===== config.mk =====
export PLATFORM = sky130hd
export DESIGN_NAME = dot_accumulator_flat
export DESIGN_NICKNAME = d
export VERILOG_FILES = /design/src/rtl/dot_accumulator_pkg.sv /design/src/rtl/dot_accumulator_if.sv /design/src/rtl/dot_accumulator_acc_adder.sv /design/src/rtl/dot_accumulator.sv /design/src/flat_wrapper.sv
export SDC_FILE = /design/constraint.sdc
export NUM_CORES = 1
export LEC_CHECK = 0
export CAP_MARGIN = 5
export CORE_AREA = 2 2 155 157
export DETAILED_ROUTE_END_ITERATION = 10
export DIE_AREA = 0 0 157 159
export GPL_TIMING_DRIVEN = 0
export SLEW_MARGIN = 10
export SYNTH_ARGS = -nofsm -noshare
export SYNTH_HDL_FRONTEND = slang
export SYNTH_HIERARCHICAL = 1
export SYNTH_SLANG_ARGS = --single-unit

===== constraint.sdc =====
create_clock -name Clock -period 2.8 [get_ports Clock]
set_input_delay 0.56 -clock Clock [delete_from_list [all_inputs] [get_ports Clock]]
set_output_delay 0.56 -clock Clock [all_outputs]
set_load 0.01 [all_outputs]

===== src/rtl/dot_accumulator_pkg.sv =====
// Shared constants, state encoding and sign-extension helper for the dot-product accumulator.
package dot_accumulator_pkg;

  localparam int OPERAND_W = 16;
  localparam int PRODUCT_W = 32;
  // Widest accumulator the helper can feed; callers truncate to their own width.
  localparam int SEXT_W    = 128;

  localparam logic [1:0] ST_IDLE    = 2'd0;
  localparam logic [1:0] ST_ISSUE   = 2'd1;
  localparam logic [1:0] ST_RELEASE = 2'd2;
  localparam logic [1:0] ST_OUTPUT  = 2'd3;

  typedef enum logic [1:0] {
    IDLE    = ST_IDLE,
    ISSUE   = ST_ISSUE,
    RELEASE = ST_RELEASE,
    OUTPUT  = ST_OUTPUT
  } state_t;

  function automatic logic [SEXT_W-1:0] sign_extend(input logic [PRODUCT_W-1:0] p);
    return {{(SEXT_W-PRODUCT_W){p[PRODUCT_W-1]}}, p};
  endfunction

endpackage


===== src/rtl/dot_accumulator_if.sv =====
// Operand, multiplier and result handshake bundle; master is the accumulator side.
interface dot_accumulator_if #(
  parameter int ACC_WIDTH = 40
);
  import dot_accumulator_pkg::*;

  logic                 In_Valid;
  logic                 In_Ready;
  logic [OPERAND_W-1:0] Multiplier;
  logic [OPERAND_W-1:0] Multiplicand;
  logic                 Mul_Start;
  logic [OPERAND_W-1:0] Mul_Multiplier;
  logic [OPERAND_W-1:0] Mul_Multiplicand;
  logic [PRODUCT_W-1:0] Mul_Product;
  logic                 Mul_Done;
  logic [ACC_WIDTH-1:0] Result;
  logic                 Result_Valid;
  logic                 Result_Ready;

  modport master (
    input  In_Valid, Multiplier, Multiplicand, Mul_Product, Mul_Done, Result_Ready,
    output In_Ready, Mul_Start, Mul_Multiplier, Mul_Multiplicand, Result, Result_Valid
  );

  modport slave (
    output In_Valid, Multiplier, Multiplicand, Mul_Product, Mul_Done, Result_Ready,
    input  In_Ready, Mul_Start, Mul_Multiplier, Mul_Multiplicand, Result, Result_Valid
  );

endinterface


===== src/rtl/dot_accumulator_acc_adder.sv =====
// Combinational sign-extend-and-add of a product into the accumulator, zero latency, no handshake.
// Wraps by default; DOT_ACCUMULATOR_SATURATE_EN clamps each add to the signed ACC_WIDTH range.
module acc_adder
  import dot_accumulator_pkg::*;
#(
  parameter int ACC_WIDTH = 40
) (
  input  logic [ACC_WIDTH-1:0] acc,
  input  logic [PRODUCT_W-1:0] product,
  output logic [ACC_WIDTH-1:0] sum
);

  logic [ACC_WIDTH-1:0] ext;
  assign ext = ACC_WIDTH'(sign_extend(product));

`ifdef DOT_ACCUMULATOR_SATURATE_EN
  logic [ACC_WIDTH:0] wide;
  assign wide = {acc[ACC_WIDTH-1], acc} + {ext[ACC_WIDTH-1], ext};

  // Top two bits disagree only on signed overflow; wide[ACC_WIDTH] gives the true sign.
  always_comb begin
    sum = wide[ACC_WIDTH-1:0];
    if (wide[ACC_WIDTH] != wide[ACC_WIDTH-1]) begin
      sum = wide[ACC_WIDTH] ? {1'b1, {(ACC_WIDTH-1){1'b0}}} : {1'b0, {(ACC_WIDTH-1){1'b1}}};
    end
  end
`else
  assign sum = acc + ext;
`endif

endmodule


===== src/rtl/dot_accumulator.sv =====
// Sequences operand pairs through a Start/Done multiplier and accumulates LENGTH products; optional DOT_ACCUMULATOR_SATURATE_EN.
// Per term 1 + multiplier latency + 1 cycles; In_Ready low outside IDLE, Result held until Result_Ready.
module dot_accumulator
  import dot_accumulator_pkg::*;
#(
  parameter int LENGTH    = 8,
  parameter int ACC_WIDTH = 40
) (
  input logic             Clock,
  input logic             Reset,
  dot_accumulator_if.master bus
);

  localparam int CNT_W = $clog2(LENGTH + 1);

  state_t               state_q, state_d;
  logic [OPERAND_W-1:0] mul_a_q, mul_b_q;
  logic [ACC_WIDTH-1:0] acc_q, acc_sum, result_q;
  logic [CNT_W-1:0]     count_q;
  logic                 result_vld_q;
  logic                 capture, accumulate, finish, drain;

  acc_adder #(.ACC_WIDTH(ACC_WIDTH)) u_acc_adder (
    .acc     (acc_q),
    .product (bus.Mul_Product),
    .sum     (acc_sum)
  );

  always_ff @(posedge Clock) begin
    if (Reset) state_q <= IDLE;
    else       state_q <= state_d;
  end

  // RELEASE waits for Done to fall so Start never rises against a stale Done.
  always_comb begin
    state_d    = state_q;
    capture    = 1'b0;
    accumulate = 1'b0;
    finish     = 1'b0;
    drain      = 1'b0;
    case (state_q)
      IDLE: begin
        if (bus.In_Valid) begin
          capture = 1'b1;
          state_d = ISSUE;
        end
      end
      ISSUE: begin
        if (bus.Mul_Done) begin
          accumulate = 1'b1;
          state_d    = RELEASE;
        end
      end
      RELEASE: begin
        if (!bus.Mul_Done) begin
          if (count_q == CNT_W'(LENGTH)) begin
            finish  = 1'b1;
            state_d = OUTPUT;
          end else begin
            state_d = IDLE;
          end
        end
      end
      OUTPUT: begin
        if (bus.Result_Ready) begin
          drain   = 1'b1;
          state_d = IDLE;
        end
      end
      default: state_d = IDLE;
    endcase
  end

  always_ff @(posedge Clock) begin
    if (Reset) begin
      mul_a_q      <= '0;
      mul_b_q      <= '0;
      acc_q        <= '0;
      count_q      <= '0;
      result_q     <= '0;
      result_vld_q <= 1'b0;
    end else begin
      if (capture) begin
        mul_a_q <= bus.Multiplier;
        mul_b_q <= bus.Multiplicand;
      end
      if (accumulate) begin
        acc_q   <= acc_sum;
        count_q <= count_q + CNT_W'(1);
      end
      if (finish) begin
        result_q     <= acc_q;
        result_vld_q <= 1'b1;
      end
      if (drain) begin
        result_vld_q <= 1'b0;
        acc_q        <= '0;
        count_q      <= '0;
      end
    end
  end

  assign bus.In_Ready         = (state_q == IDLE);
  assign bus.Mul_Start        = (state_q == ISSUE);
  assign bus.Mul_Multiplier   = mul_a_q;
  assign bus.Mul_Multiplicand = mul_b_q;
  assign bus.Result           = result_q;
  assign bus.Result_Valid     = result_vld_q;

endmodule


===== src/flat_wrapper.sv =====
// flat-port wrapper written by rule: the top's interface ports become plain ports
module dot_accumulator_flat import dot_accumulator_pkg::*;
#(
  parameter int LENGTH    = 8,
  parameter int ACC_WIDTH = 40
)
  (Clock, Reset, bus_In_Valid, bus_Multiplier, bus_Multiplicand, bus_Mul_Product, bus_Mul_Done, bus_Result_Ready, bus_In_Ready, bus_Mul_Start, bus_Mul_Multiplier, bus_Mul_Multiplicand, bus_Result, bus_Result_Valid);
  dot_accumulator_if #(.ACC_WIDTH(ACC_WIDTH)) bus_i ();
  input logic Clock;
  input logic Reset;
  input wire logic [$bits(bus_i.In_Valid)-1:0] bus_In_Valid;
  input wire logic [$bits(bus_i.Multiplier)-1:0] bus_Multiplier;
  input wire logic [$bits(bus_i.Multiplicand)-1:0] bus_Multiplicand;
  input wire logic [$bits(bus_i.Mul_Product)-1:0] bus_Mul_Product;
  input wire logic [$bits(bus_i.Mul_Done)-1:0] bus_Mul_Done;
  input wire logic [$bits(bus_i.Result_Ready)-1:0] bus_Result_Ready;
  output wire logic [$bits(bus_i.In_Ready)-1:0] bus_In_Ready;
  output wire logic [$bits(bus_i.Mul_Start)-1:0] bus_Mul_Start;
  output wire logic [$bits(bus_i.Mul_Multiplier)-1:0] bus_Mul_Multiplier;
  output wire logic [$bits(bus_i.Mul_Multiplicand)-1:0] bus_Mul_Multiplicand;
  output wire logic [$bits(bus_i.Result)-1:0] bus_Result;
  output wire logic [$bits(bus_i.Result_Valid)-1:0] bus_Result_Valid;
  assign bus_i.In_Valid = bus_In_Valid;
  assign bus_i.Multiplier = bus_Multiplier;
  assign bus_i.Multiplicand = bus_Multiplicand;
  assign bus_i.Mul_Product = bus_Mul_Product;
  assign bus_i.Mul_Done = bus_Mul_Done;
  assign bus_i.Result_Ready = bus_Result_Ready;
  assign bus_In_Ready = bus_i.In_Ready;
  assign bus_Mul_Start = bus_i.Mul_Start;
  assign bus_Mul_Multiplier = bus_i.Mul_Multiplier;
  assign bus_Mul_Multiplicand = bus_i.Mul_Multiplicand;
  assign bus_Result = bus_i.Result;
  assign bus_Result_Valid = bus_i.Result_Valid;
  dot_accumulator #(.LENGTH(LENGTH), .ACC_WIDTH(ACC_WIDTH)) u_core (.Clock(Clock), .Reset(Reset), .bus(bus_i));
endmodule

Word-level counts from Yosys, hierarchy flattened
Cells that the tools add are included.

cells by class
  $add $sub $neg = 2
  eq/ne operators = 8
  mux-type cells = 15
  reductions and logical operators = 3

operators by type and width
  operator               number
  $add A40 B40 Y40       1
  $mux W2                5
  $mux W1                9
  $ne A2 B2 Y1 const B   4
  $pmux W2 S4            1
  $add A4 B1 Y4 const B  1
  $eq A2 B2 Y1 const B   2
  $eq A4 B4 Y1 const B   1
  $reduce_and A4 Y1      1
  $eq A2 B1 Y1 const B   1
  $logic_not A2 Y1       1
  $reduce_or A2 Y1       1

storage, ports and cells
  register bits after elaboration = 119
  bits of input ports = 69
  output and inout port bits = 75
  logic and storage cells = 35

Longest topological paths before layout
  word-level depth = 4
  mapped depth = 12
  depth with buffers taken out = 12

By module
The synthesis kept the hierarchy.

by module, submodules not included
  module           instances  cells an instance  area each (um^2)
  dot_accumulator  1          546                4631.9
  acc_adder        1          309                2258.4

Least setup slack after synthesis
OpenSTA, ideal clock, no wires.

  kind = input -> register
  start = input port bus_Mul_Product[16]
  end = register u_core.acc_q[33]
  setup time = 0.070 ns
  arrival time = 2.525 ns
  setup slack = 0.205 ns
  stages on the path = 10
  cells stage by stage = ha_1 a21o_1 a211o_1 o22a_1 a31oi_4 a21oi_4 a2111oi_2 a311o_1 nand2_1 a21oi_1

on the way
  word-level cells in the longest chain between the ends = 1

ends and longest elaborated chain
  item                          line                             source
  from (decl)                   flat_wrapper.sv:14               input wire logic [$bits(bus_i.Mul_Product)-1:0] bus_Mul_Product;
  $add A40 B40 Y40              dot_accumulator_acc_adder.sv:28  assign sum = acc + ext;
  named net u_core.acc_sum[33]  dot_accumulator.sv:18            logic [ACC_WIDTH-1:0] acc_q, acc_sum, result_q;
  to (signal assigned)          dot_accumulator.sv:88            acc_q <= acc_sum;
  to (decl)                     dot_accumulator.sv:18

The timed path passes the listed nets, and every way through them passes these cells.
A chain may end at the register's enable or synchronous reset.

Final worst setup path
  start = input port bus_Mul_Product[2]
  end = register u_core.acc_q[23]

The elaborated chain is that of the path after synthesis.

==> results.json <==
{
  "io_buffers": 142,
  "drtIter0Drc": 573,
  "finalCriticalPeriod_ns": 2.79,
  "cp.arrival_ns": 3.13,
  "place_hpwl_um": 15000,
  "grt_pass1_vias": 6392,
  "worst_slack_ns": 0.0130,
  "cpMaxStageDelayCell": "clkdlybuf4s50_1",
  "die_w_um": 157,
  "cp_num_cells": 12,
  "worstHoldPathCells": 2,
  "cts_sinks": 119,
  "synth_ff_type": "dfxtp_1",
  "dieArea_um2": 25000,
  "crit_type": "in -> reg",
  "postCtsHoldBufs": 0,
  "r2r_slack_ns": 0.04,
  "diodes": 0,
  "cts_tree": "built",
  "netlist_area_um2": 6890,
  "syn_inst": 855,
  "nNetsFinal": 1140,
  "htreeDepth": 4,
  "internal_power_w": 0.00341,
  "setup_viol": 0,
  "worstPathCellList": "clkdlybuf4s50_1 -> ha_4 -> a211oi_2 -> o21bai_2 -> o211ai_4 -> a21boi_0 -> o21ai_1 -> a21oi_2 -> or4_1 -> nand4_1 -> nand2_1 -> a21oi_1",
  "comb_power_share": 0.189,
  "async_reset_ff_frac": 0,
  "cpLargestDelayFamily": "compound AO/OA/AOI/OAI gates",
  "clk_pin_slew_ns": 0.06,
  "drive_gt1_frac": 0.140,
  "antenna_found_initial": 0,
  "slew_violations": 0,
  "ff2ff_path_depth": 11,
  "vias": 6740,
  "grt_usage": 0.164,
  "area_growth_pct": 42.7,
  "dpl_cell_area_um2": 8710,
  "rsz0062_at_grt": "yes",
  "pwr_density_cell_nw_per_um2": 481,
  "core-area_um2": 23200,
  "cts_root_buffer": "clkbuf_16",
  "synth_enable_flop_cells": 0,
  "post_drt_wl_per_cell_um": 15.5,
  "critPathBufInv": 1,
  "detail_route.vias_per_cell": 4.95,
  "drv_cap": 0,
  "seqPwrFrac": 0.381,
  "ir_worst_vdd_uv": 299,
  "io_pins": 144,
  "ys_seq_elements": 119,
  "clockPowerShare": 0.430,
  "numCtsBuffers": 17,
  "slew_headroom": 0.581,
  "crit_fanout": 4,
  "max_stage_delay_ns": 0.46,
  "p_sw_frac": 0.279,
  "required_ns": 3.15,
  "die_y_um": 159,
  "final_util": 0.424,
  "grt_max_degree": 17,
  "seq_area_frac_synth": 0.346,
  "worst_pin_slew_ns": 0.628,
  "clock_path_buffers": 2,
  "drt_wl_total_um": 21100,
  "outcome": "finished clean",
  "overflow": 0,
  "first_pass_iters": 6,
  "start_util": 0.297,
  "hold_violations": 0,
  "final_area_um2": 9830,
  "fin_skew_ns": 0.00687,
  "place_ws_ns": -0.737,
  "grt_pass1_wl_um": 32900,
  "hold_path.class": "reg -> reg",
  "rows": 56,
  "leakagePower_nw": 3.81,
  "insertion_delay_ns": 0.41,
  "p_switching_w": 0.00132,
  "finalCritPeriodShare": 0.995,
  "tns_ns": 0,
  "end_kind": "flop",
  "fmax_mhz": 359,
  "worstSetupStartpointType": "primary input",
  "synth_cell_types": 73,
  "routabilityCongestion": 0.851,
  "yosysWarnings": 6,
  "ant_nets": 0,
  "drc": 0,
  "syn_nets": 966,
  "syn_avg_cell_area_um2": 8.06
}
[cells in the final DEF (no fill, tap or decap), types with 21 or more instances in the layout]
cell	instances
nand2_1	165
clkdlybuf4s50_1	127
dfxtp_1	119
a21oi_1	106
nand2b_1	46
o21ai_1	46
nand4b_1	41
nor2_1	26
buf_4	24
clkbuf_1	21
ha_4	21
[logic make-up (layout without fill, tap and decap cells)]
family,Yosys count,after routing,synth area share
muxes,1,1,0.00145
adders and majority gates,42,42,0.0774
AOI/OAI and AO/OA,253,253,0.226
DFF,119,119,0.346
and+or+nand+nor,341,341,0.260
xor gates and xnor gates,30,30,0.0381
buffers and inverters,69,256,0.0514
[synth_stat cells, drive strengths merged, types with 3 or more instances]
cell     count  area, um2
nand2      165        619
and2         7       46.3
nand3b       3       38.8
nand4        6       37.5
nor2        27        101
o2111ai      3       26.3
o21bai       7       52.6
inv         16       60.1
clkbuf      19       71.3
a211oi       6       45.0
o211ai       3       27.5
a31oi        9       77.6
or3          4       30.0
o21ai       62        314
xor2        11       96.3
nor2b        5       31.3
xnor2       19        166
nor3         8       40.0
nand4b      41        359
a21o        19        143
and3         6       37.5
nand2b      47        294
a21oi      115        587
buf         34        223
dfxtp      119       2380
nand3       10       50.1
ha          41        513
[timing repair]
item	in CTS	in global routing
setup buffers	4	9
gates resized for setup	38	51
pin swaps	12	21
endpoints found under the setup margin	16	14
[power groups by stage]
stage                     clock network (W)  logic, W  registers [W]
after floorplan                           0  0.000486        0.00184
after global placement                    0  0.000786        0.00183
after detailed placement                  0  0.000790        0.00183
after CTS                           0.00208  0.000825        0.00180
after global routing                0.00214  0.000977        0.00181
final                               0.00203  0.000892        0.00180
[worst paths after layout]
kind                             startpoint                              to
max reg2reg                 u_core/acc_q[1]                u_core/acc_q[23]
min reg2reg  u_core/bus.Mul_Multiplicand[4]  u_core/bus.Mul_Multiplicand[4]
max                      bus_Mul_Product[2]                u_core/acc_q[23]
min          u_core/bus.Mul_Multiplicand[4]  u_core/bus.Mul_Multiplicand[4]
[tightest hold or removal path, delay by kind of cell (launching register included)]
kind,cells,cell delay [ns]
flip-flops,1,0.30
AND/OR/NAND/NOR,1,0.05
AO/OA/AOI/OAI,1,0.05
[sequential cells by signal (all words and copies together), names as in the netlist]
name / flops
u_core/bus.Mul_Multiplicand: 16
u_core/bus.Result_Valid: 1
u_core/bus.Result: 40
u_core/state_q: 2
u_core/bus.Mul_Multiplier: 16
u_core/count_q: 4
u_core/acc_q: 40
[metrics by stage]
| stage | power (W) | std cells | hold WS, ns |
|---|---|---|---|
| after floorplan | 0.00232 | 855 | 0.453 |
| after global placement | 0.00261 | 1316 | 0.441 |
| after detailed placement | 0.00262 | 1316 | 0.446 |
| after CTS | 0.00470 | 1352 | 0.454 |
| after global routing | 0.00493 | 1361 | 0.467 |
| final | 0.00472 | 1361 | 0.451 |
[routing by layer]
metal,share of wire,global-route usage
met3,0.061,0.0378
met4,0.010,0.0405
met1,0.47,0.216
met2,0.46,0.268
met5,0,0
[area by class of cell]
type / instances / area, um2
clock inverters: 13 / 109
plain buffers: 53 / 294
flip-flops and latches: 119 / 2380
multi-input cells: 667 / 4600
fillers: 2296 / 13400
inverters: 16 / 60.1
repair buffers: 155 / 1550
well taps: 319 / 399
clock buffers: 19 / 433
Power figures use the tool's default switching activity.
